## config.mk

```make
export PLATFORM = sky130hd
export DESIGN_NAME = fetch_queue_flat
export DESIGN_NICKNAME = d
export VERILOG_FILES = /design/src/rtl/fetch_queue_if.sv /design/src/rtl/fetch_queue.sv /design/src/flat_wrapper.sv
export SDC_FILE = /design/constraint.sdc
export NUM_CORES = 1
export LEC_CHECK = 0
export ABC_AREA = 1
export CAP_MARGIN = 5
export CORE_MARGIN = 3
export CORE_UTILIZATION = 35
export CTS_BUF_LIST = sky130_fd_sc_hd__clkbuf_16
export CTS_CLUSTER_SIZE = 14
export DETAILED_ROUTE_END_ITERATION = 8
export PLACE_DENSITY_LB_ADDON = 0.12
export SLEW_MARGIN = 20
export SYNTH_ARGS = -nofsm -noshare
export SYNTH_HDL_FRONTEND = slang
export SYNTH_SLANG_ARGS = --single-unit
```

## constraint.sdc

```tcl
create_clock -name clk -period 6 [get_ports clk]
set_clock_uncertainty 0.2 [all_clocks]
set_input_delay 1.2 -clock clk [delete_from_list [all_inputs] [get_ports clk]]
set_output_delay 1.2 -clock clk [all_outputs]
set_load 0.01 [all_outputs]
```

## src/rtl/fetch_queue_if.sv

```systemverilog
// Signal bundle between the prefetch queue, the instruction memory port,
// the EX-stage redirect source and the decode stage.
interface fetch_queue_if;
  logic        imem_req;
  logic [31:0] imem_addr;
  logic        imem_gnt;
  logic        imem_rvalid;
  logic [31:0] imem_rdata;
  logic        redirect;
  logic [31:0] redirect_pc;
  logic        instr_valid;
  logic [31:0] instr;
  logic [31:0] pc;
  logic [31:0] pc_plus_4;
  logic        instr_ready;

  modport master (
    output imem_req, imem_addr, instr_valid, instr, pc, pc_plus_4,
    input  imem_gnt, imem_rvalid, imem_rdata, redirect, redirect_pc, instr_ready
  );

  modport slave (
    input  imem_req, imem_addr, instr_valid, instr, pc, pc_plus_4,
    output imem_gnt, imem_rvalid, imem_rdata, redirect, redirect_pc, instr_ready
  );
endinterface

```

## src/rtl/fetch_queue.sv

```systemverilog
// Sequential instruction prefetcher: credit-limited memory requests, in-order
// {pc, instr} queue toward decode, wrong-path responses dropped after redirect.
module fetch_queue #(
  parameter int          DEPTH     = 4,
  parameter int          MAX_OUTST = 2,
  parameter logic [31:0] RESET_PC  = 32'h0
) (
  input  logic          clk,
  input  logic          rst,
  fetch_queue_if.master bus
);
  localparam int AW = $clog2(DEPTH);
  localparam int CW = $clog2(DEPTH + 1);
  localparam int OW = $clog2(MAX_OUTST + 1);
  localparam int PW = (MAX_OUTST > 1) ? $clog2(MAX_OUTST) : 1;

  logic [31:0]   fetch_pc_r;
  logic [CW-1:0] count_r;
  logic [OW-1:0] outst_r;
  logic [OW-1:0] discard_r;
  logic [AW-1:0] head_r;
  logic [AW-1:0] tail_r;
  logic [PW-1:0] pend_wr_r;
  logic [PW-1:0] pend_rd_r;
  logic [31:0]   q_pc_r    [DEPTH];
  logic [31:0]   q_instr_r [DEPTH];
  logic [31:0]   pend_pc_r [MAX_OUTST];

  logic rsp_s;
  logic req_s;
  logic accept_s;
  logic push_s;
  logic pop_s;

  // The pending-PC ring need not be a power of two deep.
  function automatic logic [PW-1:0] pend_inc(input logic [PW-1:0] p);
    if (32'(p) == 32'(MAX_OUTST - 1)) begin
      pend_inc = {PW{1'b0}};
    end else begin
      pend_inc = p + PW'(1'b1);
    end
  endfunction

  // Credit check and handshake qualifiers; a redirect cycle neither pushes nor pops.
  always_comb begin
    rsp_s    = bus.imem_rvalid && (outst_r != {OW{1'b0}});
    req_s    = rst && !bus.redirect &&
               (32'(outst_r) < 32'(MAX_OUTST)) &&
               ((32'(count_r) + 32'(outst_r)) < 32'(DEPTH));
    accept_s = req_s && bus.imem_gnt;
    push_s   = !bus.redirect && rsp_s && (discard_r == {OW{1'b0}});
    pop_s    = !bus.redirect && (count_r != {CW{1'b0}}) && bus.instr_ready;
  end

  // Memory request and decode-facing head of queue.
  always_comb begin
    bus.imem_req  = req_s;
    bus.imem_addr = fetch_pc_r;
    if (count_r != {CW{1'b0}}) begin
      bus.instr_valid = 1'b1;
      bus.instr       = q_instr_r[head_r];
      bus.pc          = q_pc_r[head_r];
      bus.pc_plus_4   = q_pc_r[head_r] + 32'd4;
    end else begin
      bus.instr_valid = 1'b0;
      bus.instr       = 32'h0;
      bus.pc          = 32'h0;
      bus.pc_plus_4   = 32'h0;
    end
  end

  // Fetch PC, queue occupancy and in-flight / discard accounting.
  always_ff @(posedge clk or negedge rst) begin
    if (!rst) begin
      fetch_pc_r <= RESET_PC;
      count_r    <= {CW{1'b0}};
      outst_r    <= {OW{1'b0}};
      discard_r  <= {OW{1'b0}};
      head_r     <= {AW{1'b0}};
      tail_r     <= {AW{1'b0}};
      pend_wr_r  <= {PW{1'b0}};
      pend_rd_r  <= {PW{1'b0}};
    end else begin
      if (bus.redirect) begin
        fetch_pc_r <= {bus.redirect_pc[31:2], 2'b00};
        count_r    <= {CW{1'b0}};
        head_r     <= tail_r;
        discard_r  <= outst_r - OW'(rsp_s);
      end else begin
        if (accept_s) begin
          fetch_pc_r <= fetch_pc_r + 32'd4;
        end
        if (push_s) begin
          tail_r <= tail_r + AW'(1'b1);
        end
        if (pop_s) begin
          head_r <= head_r + AW'(1'b1);
        end
        count_r <= count_r + CW'(push_s) - CW'(pop_s);
        if (rsp_s && (discard_r != {OW{1'b0}})) begin
          discard_r <= discard_r - OW'(1'b1);
        end
      end
      // Discarded responses still retire their pending PC.
      outst_r <= outst_r + OW'(accept_s) - OW'(rsp_s);
      if (accept_s) begin
        pend_wr_r <= pend_inc(pend_wr_r);
      end
      if (rsp_s) begin
        pend_rd_r <= pend_inc(pend_rd_r);
      end
    end
  end

  // Queue and pending-PC storage, deliberately left out of reset.
  always_ff @(posedge clk) begin
    if (push_s) begin
      q_pc_r[tail_r]    <= pend_pc_r[pend_rd_r];
      q_instr_r[tail_r] <= bus.imem_rdata;
    end
    if (accept_s) begin
      pend_pc_r[pend_wr_r] <= fetch_pc_r;
    end
  end
endmodule

```

## src/flat_wrapper.sv

```systemverilog
// flat-port wrapper written by rule: the top's interface ports become plain ports
module fetch_queue_flat 
#(
  parameter int          DEPTH     = 4,
  parameter int          MAX_OUTST = 2,
  parameter logic [31:0] RESET_PC  = 32'h0
)
  (clk, rst, bus_imem_req, bus_imem_addr, bus_instr_valid, bus_instr, bus_pc, bus_pc_plus_4, bus_imem_gnt, bus_imem_rvalid, bus_imem_rdata, bus_redirect, bus_redirect_pc, bus_instr_ready);
  fetch_queue_if bus_i ();
  input  logic clk;
  input  logic rst;
  output wire logic [$bits(bus_i.imem_req)-1:0] bus_imem_req;
  output wire logic [$bits(bus_i.imem_addr)-1:0] bus_imem_addr;
  output wire logic [$bits(bus_i.instr_valid)-1:0] bus_instr_valid;
  output wire logic [$bits(bus_i.instr)-1:0] bus_instr;
  output wire logic [$bits(bus_i.pc)-1:0] bus_pc;
  output wire logic [$bits(bus_i.pc_plus_4)-1:0] bus_pc_plus_4;
  input wire logic [$bits(bus_i.imem_gnt)-1:0] bus_imem_gnt;
  input wire logic [$bits(bus_i.imem_rvalid)-1:0] bus_imem_rvalid;
  input wire logic [$bits(bus_i.imem_rdata)-1:0] bus_imem_rdata;
  input wire logic [$bits(bus_i.redirect)-1:0] bus_redirect;
  input wire logic [$bits(bus_i.redirect_pc)-1:0] bus_redirect_pc;
  input wire logic [$bits(bus_i.instr_ready)-1:0] bus_instr_ready;
  assign bus_imem_req = bus_i.imem_req;
  assign bus_imem_addr = bus_i.imem_addr;
  assign bus_instr_valid = bus_i.instr_valid;
  assign bus_instr = bus_i.instr;
  assign bus_pc = bus_i.pc;
  assign bus_pc_plus_4 = bus_i.pc_plus_4;
  assign bus_i.imem_gnt = bus_imem_gnt;
  assign bus_i.imem_rvalid = bus_imem_rvalid;
  assign bus_i.imem_rdata = bus_imem_rdata;
  assign bus_i.redirect = bus_redirect;
  assign bus_i.redirect_pc = bus_redirect_pc;
  assign bus_i.instr_ready = bus_instr_ready;
  fetch_queue #(.DEPTH(DEPTH), .MAX_OUTST(MAX_OUTST), .RESET_PC(RESET_PC)) u_core (.clk(clk), .rst(rst), .bus(bus_i));
endmodule
```

---- After elaboration in Yosys (flattened, before gate mapping) ----
Memory sizes are Yosys's and may differ from the RTL's.
Cells that the tools add are included.
W data, S select, Z words.
cells by class
  add/subtract/negate cells ............... 13
  $mul .................................... 0
  div/mod/pow operators ................... 0
  magnitude comparators ................... 2
  equality and inequality tests ........... 0
  shift-type cells ........................ 0
  mux-type cells .......................... 17
  bitwise operators ....................... 1
  reduce and logical (&&, ||, !) cells .... 19
operators by type and width
  kind                     number
  $mux W32                 5
  $add A32 B3 Y32 const B  2
  $lt A32 B3 Y1 const B    1
  $logic_and A1 B1 Y1      10
  $reduce_bool A2 Y1       5
  $mux W2                  4
  $mux W1                  7
  $add A2 B1 Y2 const B    2
  $add A3 B2 Y4            1
  $sub A2 B1 Y2            2
  $add A3 B1 Y3            1
  $mux W3                  1
  $reduce_bool A3 Y1       1
  $sub A3 B1 Y3            1
  $add A1 B1 Y1 const B    2
  $add A2 B1 Y2            1
  $logic_not A2 Y1         1
  $lt A2 B2 Y1 const B     1
  $reduce_and A2 Y1        1
  $sub A2 B1 Y2 const B    1
  $logic_not A1 Y1         1
  $not A1 Y1               1
word-level totals
  flip-flop bits (word level) ............. 45
  bits in latches ......................... 0
  bits in writable memories ............... 320
  bits in read-only memories .............. 0
  bits of input ports ..................... 70
  output and inout port bits .............. 130
  memories kept ........................... 3
memories
  name              depth  bits a word  read ports  clocked after memory_dff  wr ports  RTL line           text
  u_core.q_instr_r  4      32           1           0                         1         fetch_queue.sv:26  logic [31:0] q_instr_r [DEPTH];
  u_core.q_pc_r     4      32           1           0                         1         fetch_queue.sv:25  logic [31:0] q_pc_r [DEPTH];
  u_core.pend_pc_r  2      32           1           0                         1         fetch_queue.sv:27  logic [31:0] pend_pc_r [MAX_OUTST];

---- Logic depth before layout (Yosys ltp) ----
Gate-level depths: netlist of the first run.
  word-level depth ........................ 7
  mapped depth ............................ 16
  mapped depth without buffers ............ 14

---- Least setup slack after synthesis of the first run ----
OpenSTA, ideal clock, no wires.
  path kind ............................... input to register
  start point ............................. in bus_redirect
  end point ............................... mem u_core.q_instr_r[0][0] (enable)
  arrival ................................. 4.511 ns
  path slack .............................. 0.807 ns
  stages on the path ...................... 4
  buffers on the path ..................... 1
  cells stage by stage .................... clkbuf_1 nor3_1 inv_1 nor2_1
between the ends
  word-level cells in the longest chain between the ends .. 5
RTL lines
  item                               RTL line            text
  start: declaration                 flat_wrapper.sv:21  input wire logic [$bits(bus_i.redirect)-1:0] bus_redirect;
  $logic_not A1 Y1                   fetch_queue.sv:51   push_s = !bus.redirect && rsp_s && (discard_r == {OW{1'b0}});
  $logic_and A1 B1 Y1 (2 in series)  fetch_queue.sv:51
  $mux W1                            fetch_queue.sv:117  if (push_s) begin
  $mux W1 (implied by the code)      fetch_queue.sv:119  q_instr_r[tail_r] <= bus.imem_rdata;
  end: declaration                   fetch_queue.sv:26
Every way passes these cells.

---- Final worst setup path of the first run ----
  start point ............................. reg u_core.head_r[0]
  end point ............................... out bus_pc_plus_4[16]
between the ends
  word-level cells in the longest chain between the ends .. 3
RTL lines
  item                      RTL line            text
  start: declaration        fetch_queue.sv:21   logic [AW-1:0] head_r;
  start signal: assignment  fetch_queue.sv:79   head_r <= {AW{1'b0}};
  start signal: assignment  fetch_queue.sv:87   head_r <= tail_r;
  start signal: assignment  fetch_queue.sv:97   head_r <= head_r + AW'(1'b1);
  $mem_v2 Z4 W32            --
  $add A32 B3 Y32           fetch_queue.sv:63   bus.pc_plus_4 = q_pc_r[head_r] + 32'd4;
  $mux W32                  fetch_queue.sv:59   if (count_r != {CW{1'b0}}) begin
  end: declaration          flat_wrapper.sv:17  output wire logic [$bits(bus_i.pc_plus_4)-1:0] bus_pc_plus_4;
Every way passes these cells.

==> summary.md, run 1 <==
| Metric | Value |
|---|---|
| Outcome | `complete, no violations` |
| CTS Root Buffer Type | `clkbuf_16` |
| EDFF count, synth | `308` |
| Top cells by area, synth | `edfxtp_1, nand2_1, dfrtp_1, nor2_1, nand3_1` |
| Layout area overhead | `22.75%` |
| Final net count | `1934` |
| F_max | `184.6 MHz` |
| Top cells by count, synth | `nand2_1, edfxtp_1, nor2_1` |
| Sink Count | `351` |
| Worst Setup Path Type | `register to output pin` |
| DIE AREA | `49040 um^2` |
| Worst-path cell chain | `inv_8 > nand2_1 > nand2_1 > nand2_1 > nand2_1 > ha_1 > nand2_1 > nor2_2 > nand2_1 > nor2_2 > o21ai_0 > nor2_1 > clkdlybuf4s50_1` |
| Inserted Diodes | `0` |
| Maximum fanout along the worst path | `131` |
| Final hold violations | `0` |
| Die width | `221.4 um` |
| Clk Latency, worst-skew pair | `540 ps` |
| FF+latch count, synth | `351` |
| Post-synthesis cell type count | `38` |
| Worst Hold Class | `register to register` |
| Port Buf Inserts | `191` |
| PwrDens | `468.8 nW/um^2` |
| Finished Layout Cells | `2481` |
| Top Ports | `200` |
| Required time worst endpoint | `4600 ps` |
| HPWL after detailed placement | `27.36 mm` |
| Drt pass-1 iters | `5` |
| Final setup fails | `0` |
| GP Congestion | `0.8205` |
| TritonCTS buffer count | `39` |
| Post-synthesis xor/xnor area fraction | `1.510%` |
| Routed via count | `11772` |
| Headroom to the max-slew limit | `37.49%` |
| Worst Slack Setup Final | `581.4 ps` |
| Mapped Cells | `1675` |
| Crit-path max cell delay | `690 ps` |
| Synth Area in Simple Gates | `24.04%` |
| Die Ht | `221.4 um` |
| Met2 GRT Util | `27.50%` |
| Cell area after synthesis | `16250 um^2` |
| Layout cell share with drive strength beyond 1 | `5.635%` |
| Tot Pwr | `9.349 mW` |
| PostCTS Resize Cnt | `0` |
| Vias in the first global route | `11385` |
| # fillers | `4387` |
| Synth Flop Type | `edfxtp_1` |
| DRC viols | `0` |
| Reg2Reg Depth | `5` |
| CTS tree | `done` |
| Most frequent cell after synthesis | `nand2_1` |
| Mean cell area of the mapped netlist | `9.699 um^2` |
| Gr busiest metal | `met2` |
| Clk buf depth | `3` |
| Total gr overflow | `0` |
| Yosys warning total | `0` |
| Final Max Tran Viols | `0` |
| Area leader, netlist | `edfxtp_1` |
| Hold buffers post-CTS | `0` |
| Avg WL per Cell | `17.27 um` |
| DP Cell Count | `2410` |
| DR vias/cell | `4.745` |
| 1st-iter DRT viols | `725` |
| Largest family of logic cells by synthesized area | `simple AND/OR/NAND/NOR gates` |
| Compound-Gate Fraction of Synth Area | `5.484%` |
| Top-area cell type share of the netlist area | `56.93%` |
| Crit. End Element | `output pin` |
| Most used cell, CP | `nand2_1` |
| Final ANT Viol Nets | `0` |
| Mux contribution to synthesized area | `0%` |
| Final setup TNS | `0 ps` |
| Pre-CTS WS | `1145 ps` |
| Num rows | `78` |
| Worst vdd ir | `0.0002091 V` |
| Hold depth | `1` |
| Critical path arrival | `4020 ps` |
| Register area share after synthesis | `63.56%` |
| Leak | `7.576 nW` |
| Asr flop ratio synth | `12.25%` |
| Clk slew on worst S/H paths | `60 ps` |
| Least-Margin Pin Slew | `931.8 ps` |
| Max cap viols | `0` |
| Crit path launch type | `register` |
| Adder-cell share of the synthesized area | `1.047%` |
| Initial antenna violation count | `0` |
| GRT met3 Usage | `3.396%` |
| Fin crit share | `90.31%` |
| Slowest CP cell | `dfrtp_4` |
| Initial Util | `35.64%` |
| Total core area | `45580 um^2` |
| First-pass GRT wire length | `66.74 mm` |
| Post-CTS Setup Bufs | `0` |
| Routed WL | `42.84 mm` |
| RSZ-0062 raised after global routing | `no` |
| All-Layer GR Usage | `17.29%` |
| GR met1 Demand/Resource | `24.56%` |
| Largest net degree at the start of global routing | `132` |
| H-tree depth | `2` |
| Final period demand of the worst path | `5419 ps` |
==> cell families (layout without fill, tap and decap cells) <==
group | after synthesis | in the layout
simple gates | 970 | 970
buf+inv | 146 | 347
fa+ha+maj | 13 | 13
compound gates | 166 | 166
xor+xnor | 28 | 28
other cells | 1 | 6
flops | 351 | 351
==> final timing paths <==
path / startpoint / to / slack [ps]
setup / recovery: u_core.head_r[0] / bus_pc_plus_4[16] / 580
hold / removal: u_core.tail_r[0] / u_core.tail_r[0] / 370
setup reg to reg: u_core.outst_r[1] / u_core.q_instr_r[1][5] / 3090
hold reg to reg: u_core.tail_r[0] / u_core.tail_r[0] / 370
max in group asynchronous: rst / u_core.head_r[0] / 4500
min in group asynchronous: rst / u_core.bus.imem_addr[25] / 650
==> worst max-delay path, delay by kind of cell (launching register included) <==
family,cells,cell delay (ps)
buffers and inverters,2,1210
and+or+nand+nor,9,1220
AOI/OAI and AO/OA,1,90
adders and majority gates,1,190
DFF,1,690
==> per-stage QoR <==
stage	area, um^2	util, %	hold WS, ps
final	19940	43.75	366.7
after global routing	19940	43.75	398.6
after CTS	19940	43.75	369.6
after detailed placement	18710	41.06	357.6
after global placement	18710	41.06	333.8
after floorplan	16260	-	308.5
==> cell type report <==
type | instances | area [um^2] | share of cell area, %
repair buffers | 209 | 2105 | 10.55
clock buffers | 41 | 1026 | 5.145
multi-input cells | 1183 | 5269 | 26.42
clock inverters | 30 | 202.7 | 1.016
flip-flops and latches | 351 | 10330 | 51.80
inverters | 67 | 259.0 | 1.299
well taps | 600 | 750.7 | 3.765
==> flip-flops by register name, indices dropped and copies added, names as in the netlist <==
name	cells
u_core.pend_pc_r	60
u_core.outst_r	2
u_core.discard_r	2
u_core.tail_r	2
u_core.q_pc_r	120
u_core.q_instr_r	128
u_core.head_r	2
u_core.count_r	3
u_core.pend_rd_r	1
u_core.bus.imem_addr	30
u_core.pend_wr_r	1
==> where the power goes <==
part           switching [mW]  internal (mW)  total [mW]  leakage (nW)
combinational            2.50           1.40        3.91          3.64
clock                   0.930           1.36        2.29         0.632
sequential              0.191           2.96        3.15          3.30
==> metal layers <==
metal	routed length, um	part of all wire, %
met1	20220	47
met2	19600	46
met3	2248	5.2
met4	766	1.8
met5	0	0
==> cells in the final DEF, fill, tap and decap left out, types with 5 or more instances in the layout <==
| master | instances |
|---|---|
| nor2_4 | 7 |
| conb_1 | 6 |
| nand4_1 | 7 |
| buf_4 | 13 |
| buf_12 | 5 |
| dfrtp_1 | 41 |
| nand2_1 | 553 |
| clkdlybuf4s50_1 | 190 |
| xnor2_1 | 12 |
| o21ai_0 | 87 |
| o211ai_1 | 15 |
| clkbuf_16 | 41 |
| nor3_1 | 16 |
| nand3_1 | 103 |
| a21oi_1 | 55 |
| ha_1 | 12 |
| nand2_2 | 9 |
| xor2_1 | 16 |
| clkinv_1 | 14 |
| inv_1 | 71 |
| nor2_2 | 15 |
| nor2_1 | 254 |
| edfxtp_1 | 308 |
No activity file was read; power rests on OpenSTA's default activity.
==> run 2: changes to the inputs <==
--- a/config.mk
+++ b/config.mk
@@ -13,7 +13,6 @@
 export CTS_CLUSTER_SIZE = 14
 export DETAILED_ROUTE_END_ITERATION = 8
 export PLACE_DENSITY_LB_ADDON = 0.12
-export SLEW_MARGIN = 20
 export SYNTH_ARGS = -nofsm -noshare
 export SYNTH_HDL_FRONTEND = slang
 export SYNTH_SLANG_ARGS = --single-unit
==> summary.md, run 2 (synthesis gave the netlist of run 1 again) <==
| Metric | Value |
|---|---|
| Crit. End Element | `output pin` |
| Clk buf depth | `3 (unchanged)` |
| Total core area | `45580 um^2 (unchanged)` |
| Avg WL per Cell | `17.27 um (about the same)` |
| First-pass GRT wire length | `66.74 mm (unchanged)` |
| Crit path launch type | `register` |
| Met2 WL | `19.55 mm (-0.24%)` |
| Pre-CTS WS | `1145 ps (unchanged)` |
| GP Congestion | `0.8205 (unchanged)` |
| Finished Layout Cells | `2481 (unchanged)` |
| Largest net degree at the start of global routing | `132 (unchanged)` |
| Area after DPL | `18710 um^2 (unchanged)` |
| Post-CTS Setup Bufs | `0 (unchanged)` |
| Max cap viols | `0 (unchanged)` |
| Maximum fanout along the worst path | `131 (unchanged)` |
| Num rows | `78 (unchanged)` |
| Inserted Diodes | `0 (unchanged)` |
| DR vias/cell | `4.744 (about the same)` |
| All-Layer GR Usage | `17.29% (unchanged)` |
| Layout area overhead | `22.75% (unchanged)` |
| Worst vdd ir | `0.0002110 V (+0.90%)` |
| Die width | `221.4 um (unchanged)` |
| Headroom to the max-slew limit | `32.74% (-4.8 points)` |
| Total gr overflow | `0 (unchanged)` |
| DP Cell Count | `2410 (unchanged)` |
| Final net count | `1934 (unchanged)` |
| 1st-iter DRT viols | `725 (unchanged)` |
| DRC viols | `0 (unchanged)` |
| Fin Hold WS | `366.7 ps (-0.02600 ps)` |
| Top Ports | `200 (unchanged)` |
| Leak | `7.580 nW (about the same)` |
| Initial Util | `35.64% (unchanged)` |
| Critical path arrival | `4020 ps (about the same)` |
| Hold buffers post-CTS | `0 (unchanged)` |
| Vias in the first global route | `11385 (unchanged)` |
| Worst Setup Path Type | `register to output pin` |
| # fillers | `4387 (unchanged)` |
| H-tree depth | `2 (unchanged)` |
| PwrDens | `468.9 nW/um^2 (about the same)` |
| Least-Margin Pin Slew | `1008 ps (+76.03 ps)` |
| Tot Pwr | `9.350 mW (about the same)` |
| Top sig layer | `met4` |
| Final setup TNS | `0 ps (unchanged)` |
| Clk Latency, worst-skew pair | `540 ps (about the same)` |
| F_max | `184.6 MHz (about the same)` |
| CTS Root Buffer Type | `clkbuf_16` |
| DIE AREA | `49040 um^2 (unchanged)` |
| Largest registers | `u_core.q_instr_r x128, u_core.q_pc_r x120, u_core.pend_pc_r x60` |
| Layout cell share with drive strength beyond 1 | `5.635% (unchanged)` |
| TritonCTS buffer count | `39 (unchanged)` |
| Most frequent cells in the layout | `nand2_1, edfxtp_1, nor2_1` |
| M1 wire length | `20.32 mm (+0.50%)` |
| Util after Layout | `43.75% (unchanged)` |
| Fin crit share | `90.30% (about the same)` |
| Required time worst endpoint | `4600 ps (about the same)` |
| Final hold violations | `0 (unchanged)` |
| Outcome | `complete, no violations` |
| RSZ-0062 raised after global routing | `no` |
| Commonest non-fill, non-tap cell in the layout | `nand2_1` |
| Final period demand of the worst path | `5418 ps (-0.3250 ps)` |
| Max FFs per register | `128 (unchanged)` |
| Final ANT Viol Nets | `0 (unchanged)` |
| Die Ht | `221.4 um (unchanged)` |
| Initial antenna violation count | `0 (unchanged)` |
| Biggest register | `u_core.q_instr_r` |
| Final setup fails | `0 (unchanged)` |
| Worst Slack Setup Final | `581.8 ps (+0.3250 ps)` |
| Sink Count | `351 (unchanged)` |
| Routed WL | `42.85 mm (about the same)` |
| Port Buf Inserts | `191 (unchanged)` |
| Drt pass-1 iters | `5 (unchanged)` |
| Final Max Tran Viols | `0 (unchanged)` |
| Clk slew on worst S/H paths | `60 ps (about the same)` |
| PostCTS Resize Cnt | `0 (unchanged)` |
| HPWL after detailed placement | `27.36 mm (unchanged)` |
| CTS tree | `done` |
| Routed length on met3 | `2.205 mm (-1.9%)` |
| Final instance area | `19940 um^2 (unchanged)` |
| Worst Hold Class | `register to register` |
| Routed via count | `11770 (-0.017%)` |
-- run 2: changes by cell type in the layout (fill, tap and decap cells not counted) --
cell      delta
inv_1        +1
clkinv_1     -1
-- run 2: layout make-up --
| class | instances | area, um^2 | area share [%] |
|---|---|---|---|
| clock buffers | 41 | 1026 | 5.145 |
| clock inverters | 30 | 202.7 | 1.016 |
| well taps | 600 | 750.7 | 3.765 |
| multi-input cells | 1183 | 5269 | 26.42 |
| inverters | 67 | 259.0 | 1.299 |
| flip-flops and latches | 351 | 10330 | 51.80 |
| repair buffers | 209 | 2105 | 10.55 |
-- run 2: layer usage --
layer  up-vias  GRT usage, %
li1       5939             -
met1      5505         24.56
met2       273         27.50
met3        53         3.396
met4         0         4.107
met5         -             0
-- run 2: power breakdown --
part | switching, mW | internal [mW] | leakage (nW) | total (mW)
combinational | 2.50 | 1.40 | 3.65 | 3.91
sequential | 0.191 | 2.96 | 3.30 | 3.16
clock | 0.930 | 1.36 | 0.632 | 2.29
total | 3.63 | 5.72 | 7.58 | 9.35
-- run 2: worst paths after layout --
kind	start	to	slack, ps	cells after the start
setup / recovery	u_core.head_r[0]	bus_pc_plus_4[16]	580	13
hold / removal	u_core.tail_r[0]	u_core.tail_r[0]	370	1
max in group asynchronous	rst	u_core.head_r[0]	4500	2
min in group asynchronous	rst	u_core.bus.imem_addr[25]	650	2
hold reg to reg	u_core.tail_r[0]	u_core.tail_r[0]	370	1
setup reg to reg	u_core.outst_r[1]	u_core.q_pc_r[1][24]	3090	5
-- run 2: critical path, cell delays in order (launching register included) --
cell	delay, ps
dfrtp_4	700
inv_8	610
nand2_1	160
nand2_1	100
nand2_1	50
nand2_1	120
ha_1	190
nand2_1	80
nor2_2	140
nand2_1	160
nor2_2	200
o21ai_0	90
nor2_1	210
clkdlybuf4s50_1	600
==> run 3: changes to the inputs <==
--- a/config.mk
+++ b/config.mk
@@ -13,6 +13,8 @@
 export CTS_CLUSTER_SIZE = 14
 export DETAILED_ROUTE_END_ITERATION = 8
 export PLACE_DENSITY_LB_ADDON = 0.12
+export SLEW_MARGIN = 20
 export SYNTH_ARGS = -nofsm -noshare
 export SYNTH_HDL_FRONTEND = slang
 export SYNTH_SLANG_ARGS = --single-unit
+export TNS_END_PERCENT = 30
==> results of run 3 <==
Final layout, timing and power as in run 1 (identical DEF).
